<file path="src/rtl/debounce_bank.sv">
// debounce_bank: N_CH independent debouncers. Each channel has a two-flop
// synchroniser, a stability-window filter, single-cycle rise/fall pulses
// and a one-shot long-press (hold) detector. All outputs are registered.
module debounce_bank #(
    parameter int unsigned N_CH          = 4,
    parameter int unsigned STABLE_CYCLES = 240000,
    parameter int unsigned HOLD_CYCLES   = 100000000,
    parameter logic        INIT_LEVEL    = 1'b0
) (
    input  logic            clk,
    input  logic            rst_n,
    input  logic [N_CH-1:0] raw_in,
    output logic [N_CH-1:0] clean_out,
    output logic [N_CH-1:0] rise_pulse,
    output logic [N_CH-1:0] fall_pulse,
    output logic [N_CH-1:0] hold_pulse
);

    // Stability counter only ever reaches STABLE_CYCLES-1, so it never wraps.
    localparam int unsigned CW = $clog2(STABLE_CYCLES + 1);

    for (genvar i = 0; i < N_CH; i++) begin : g_ch
        logic          s1;
        logic          s2;
        logic          clean;
        logic          rise;
        logic          fall;
        logic          hold;
        logic [CW-1:0] cnt;

        // Two-flop synchroniser for the asynchronous pin level.
        always_ff @(posedge clk) begin
            if (!rst_n) begin
                s1 <= INIT_LEVEL;
                s2 <= INIT_LEVEL;
            end else begin
                s1 <= raw_in[i];
                s2 <= s1;
            end
        end

        // Stability window: s2 must differ from the clean level for
        // STABLE_CYCLES consecutive cycles; any return restarts the window.
        // Edge pulses are registered on the same edge that updates clean.
        always_ff @(posedge clk) begin
            if (!rst_n) begin
                cnt   <= '0;
                clean <= INIT_LEVEL;
                rise  <= 1'b0;
                fall  <= 1'b0;
            end else begin
                rise <= 1'b0;
                fall <= 1'b0;
                if (s2 == clean) begin
                    cnt <= '0;
                end else if (cnt == CW'(STABLE_CYCLES - 1)) begin
                    clean <= s2;
                    cnt   <= '0;
                    rise  <= s2;
                    fall  <= ~s2;
                end else begin
                    cnt <= cnt + 1'b1;
                end
            end
        end

        if (HOLD_CYCLES > 0) begin : g_hold
            localparam int unsigned HW = $clog2(HOLD_CYCLES + 1);
            logic [HW-1:0] hcnt;

            // Long-press detector: hcnt saturates at HOLD_CYCLES so the
            // pulse fires once per press and needs a fall to re-arm.
            always_ff @(posedge clk) begin
                if (!rst_n) begin
                    hcnt <= '0;
                    hold <= 1'b0;
                end else begin
                    if (!clean) begin
                        hcnt <= '0;
                    end else if (hcnt < HW'(HOLD_CYCLES)) begin
                        hcnt <= hcnt + 1'b1;
                    end
                    hold <= clean && (hcnt == HW'(HOLD_CYCLES - 1));
                end
            end
        end else begin : g_nohold
            assign hold = 1'b0;
        end

        assign clean_out[i]  = clean;
        assign rise_pulse[i] = rise;
        assign fall_pulse[i] = fall;
        assign hold_pulse[i] = hold;
    end

endmodule

</file>
<file path="config.mk">
export PLATFORM = sky130hd
export DESIGN_NAME = debounce_bank
export DESIGN_NICKNAME = d
export VERILOG_FILES = /design/src/rtl/debounce_bank.sv
export SDC_FILE = /design/constraint.sdc
export NUM_CORES = 1
export LEC_CHECK = 0
export ABC_AREA = 1
export CORE_ASPECT_RATIO = 1.1
export CORE_MARGIN = 1
export CORE_UTILIZATION = 50
export DETAILED_ROUTE_END_ITERATION = 8
export PLACE_DENSITY = 0.72
export SETUP_SLACK_MARGIN = 0.05
export SKIP_CTS_REPAIR_TIMING = 1
export SLEW_MARGIN = 25
export SYNTH_ARGS = -nofsm -noshare
export SYNTH_HDL_FRONTEND = slang
export SYNTH_SLANG_ARGS = --single-unit
</file>
<file path="constraint.sdc">
create_clock -name clk -period 1.6 [get_ports clk]
set_clock_uncertainty 0.15 [all_clocks]
set_input_delay 0.32 -clock clk [delete_from_list [all_inputs] [get_ports clk]]
set_output_delay 0.32 -clock clk [all_outputs]
set_load 0.01 [all_outputs]
</file>
==> reports/metrics.cfg <==
[grt]
gr-usage-met3 = 0.0354
grt_max_degree = 24
gr-usage-met1 = 0.295
antenna_found_initial = 0
grt_pass1_vias = 11100
grt_overflow = 0
grt_usage = 0.239
grtUsageMet2 = 0.428
grt_pass1_wl_um = 48100
grt.busiest_layer = met2

[drt]
wirelength_um = 41200
route.detailed.drc = 0
drt_pre_antenna_iters = 6
wl_per_cell_um = 17.4
drtIter0Drc = 1265
vias = 13700
antenna_left = 0
avgViaCountPerCell = 5.78

[logic_synthesis]
syn_area_um2 = 11400
synth.distinct_cells = 38
yosysTopAreaCellShare = 0.359
ys_seq_area_frac = 0.359
synth_fp_nets = 1758
async_flop_share = 0
ys_ff_latch = 204
synthTopCellsByArea = dfxtp_1, nand2_1, nor2_1
synth_ff_type = dfxtp_1
ys_warn_count = 0
synth.avg_cell_area_um2 = 6.53
yosysTopAreaCell = dfxtp_1
synthesis.instances = 1744
synth_edf_count = 0

[power]
combPwrFrac = 0.009
p_int_uw = 8630
sequentialPowerShare = 0.459
peakVddDrop_uv = 766
pwr-share-clk = 0.532
swShare = 0.214
p_per_area_nw_per_um2 = 632
p_leak_uw = 0.00668
power_uw = 11000
p_sw_uw = 2340

[place]
hpwl_um = 20300
place.gp.congestion = 0.923
dpl-instance-area_um2 = 13500
dp.cells = 2232
numPortBuffers = 21

[floorplan]
die_w_um = 146
die_height_um = 160
rows = 57
io_pins = 22
die_area_um2 = 23400
coreArea_um2 = 22200
start_util = 0.513

[clocking]
cts_root_buf = clkbuf_16
clk_pin_slew_ns = 0.06
htree_levels = 1
insertion_delay_ns = 0.53
clock_sinks = 204
clock_path_buffers = 3
cts_inserted_buffers = 24
cts_tree = yes

[worst_setup_path]
crit_path_cell_trace = inv_1 > nor4_1 > nand4_1 > nand2_4 > buf_4 > a21oi_1
reg2reg_from = g_ch[1].cnt[11]$_SDFF_PP0_
arrival_ns = 2.14
crit_path_top_delay_cell = nor4_1
worst-path-buf-inv = 2
cp.required_ns = 1.86
crit_fanout = 11
crit_start = g_ch[1].cnt[11]$_SDFF_PP0_
critical-path-max-stage-delay_ns = 0.44
cp.depth = 6
reg2reg_depth = 6
crit_family = simple AND/OR/NAND/NOR gates
start_kind = register
worstSetupPathType = reg -> reg
worstSetupEndpointType = register

[sta]
finalSetupViolations = 87
drv_slew = 0
rsz0062_at_grt = yes
relSlewSlack = 0.671
hold_ws_ns = 0.174
setup_ws_ns = -0.278
hold_viol = 0
post-route-min-period_ns = 1.88
post-route-period-util = 1.17
fmax_mhz = 533
setup_tns_ns = -7.84
worst-slew-pin-transition_ns = 0.489

[min_path]
min-delay-start = raw_in[2]
hp-class = in -> reg
min_delay_path_depth = 3

[cells_and_area]
syn_to_final_growth_pct = 52.5
drive_above_1_share = 0.463
nets = 2068
design_area_um2 = 17400
finalNonFillerCells = 2365
antennaDiodeCount = 0

[outcome]
violations = negative setup slack
status = complete, but fails checks

[run]
max_cap_violations = 0

[power by group through the flow]
stage	Sequential, uW	Clock, uW	Combinational, uW
final	5040	5840	103
after global routing	5030	6080	110
after CTS	5100	5850	75.6
after detailed placement	5210	0	75.6
after global placement	5210	0	73.8
after floorplan	5210	0	40.7
[final timing paths]
kind                                     end  slack (ns)
hold reg to reg        g_ch[2].s2$_SDFF_PN0_        0.26
setup reg to reg  g_ch[1].cnt[14]$_SDFF_PP0_       -0.28
hold / removal         g_ch[2].s1$_SDFF_PN0_        0.17
setup / recovery  g_ch[1].cnt[14]$_SDFF_PP0_       -0.28
[flip-flops by register name, summed over array words and instances, names as in the netlist]
| name | flops |
|---|---|
| g_ch.hold | 4 |
| g_ch.rise | 4 |
| g_ch.g_hold.hcnt | 108 |
| g_ch.s2 | 4 |
| g_ch.cnt | 72 |
| g_ch.clean | 4 |
| g_ch.s1 | 4 |
| g_ch.fall | 4 |
[placed cells by master (no fill, tap or decap), drive strengths merged, types with 3 or more instances in the layout]
cell type and count:
a21oi 100, a31oi 5, buf 291, bufinv 3, clkbuf 38, clkdlybuf4s50 5, clkinv 6, dfxtp 204
dlymetal6s2s 11, ha 8, inv 182, nand2 523, nand3 131, nand3b 8, nand4 57, nor2 319
nor3 51, nor3b 4, nor4 6, o21ai 35, or2 11, xnor2 17, xor2 49
[routing by layer]
layer / routed length, um / share of wire / vias up
met4: 2710 / 0.066 / 0
met2: 20500 / 0.50 / 840
li1: - / - / 6212
met3: 3170 / 0.077 / 321
met5: 0 / 0 / -
met1: 14800 / 0.36 / 6297
[cell usage after synthesis (all sizes together) (11+ instances only)]
master,instances
a21oi,100
buf,35
dfxtp,204
inv,181
nand2,522
nand3,122
nand4,56
nor2,315
nor3,51
o21ai,35
or2,11
xnor2,17
xor2,49
[cell families (layout without fill, tap and decap cells)]
family / after synthesis / count (layout) / share of synthesized area
AO/OA/AOI/OAI: 140 / 140 / 0.0650
XOR/XNOR: 66 / 66 / 0.0508
adder cells (fa/ha/maj): 8 / 8 / 0.00879
buffers and inverters: 227 / 538 / 0.0860
flip-flops: 204 / 204 / 0.359
AND/OR/NAND/NOR: 1099 / 1114 / 0.431
[stage by stage]
| step | util | setup slack (ns) |
|---|---|---|
| after floorplan | - | -0.0170 |
| after global placement | 0.608 | -0.198 |
| after detailed placement | 0.608 | -0.248 |
| after CTS | 0.646 | -0.508 |
| after global routing | 0.783 | -0.304 |
| final | 0.783 | -0.278 |
[area by class of cell]
type	instances	area (um2)
inverters	185	717
multi-input cells	1328	8490
well taps	295	369
fillers	1272	4810
repair buffers	311	2630
clock inverters	8	124
clock buffers	34	709
flip-flops and latches	204	4330
[worst min-delay path: stages]
cell             delay, ns
clkdlybuf4s50_1       0.39
nand2_1               0.07
inv_1                 0.03
Note: power is estimated with default switching activity, not from simulation.
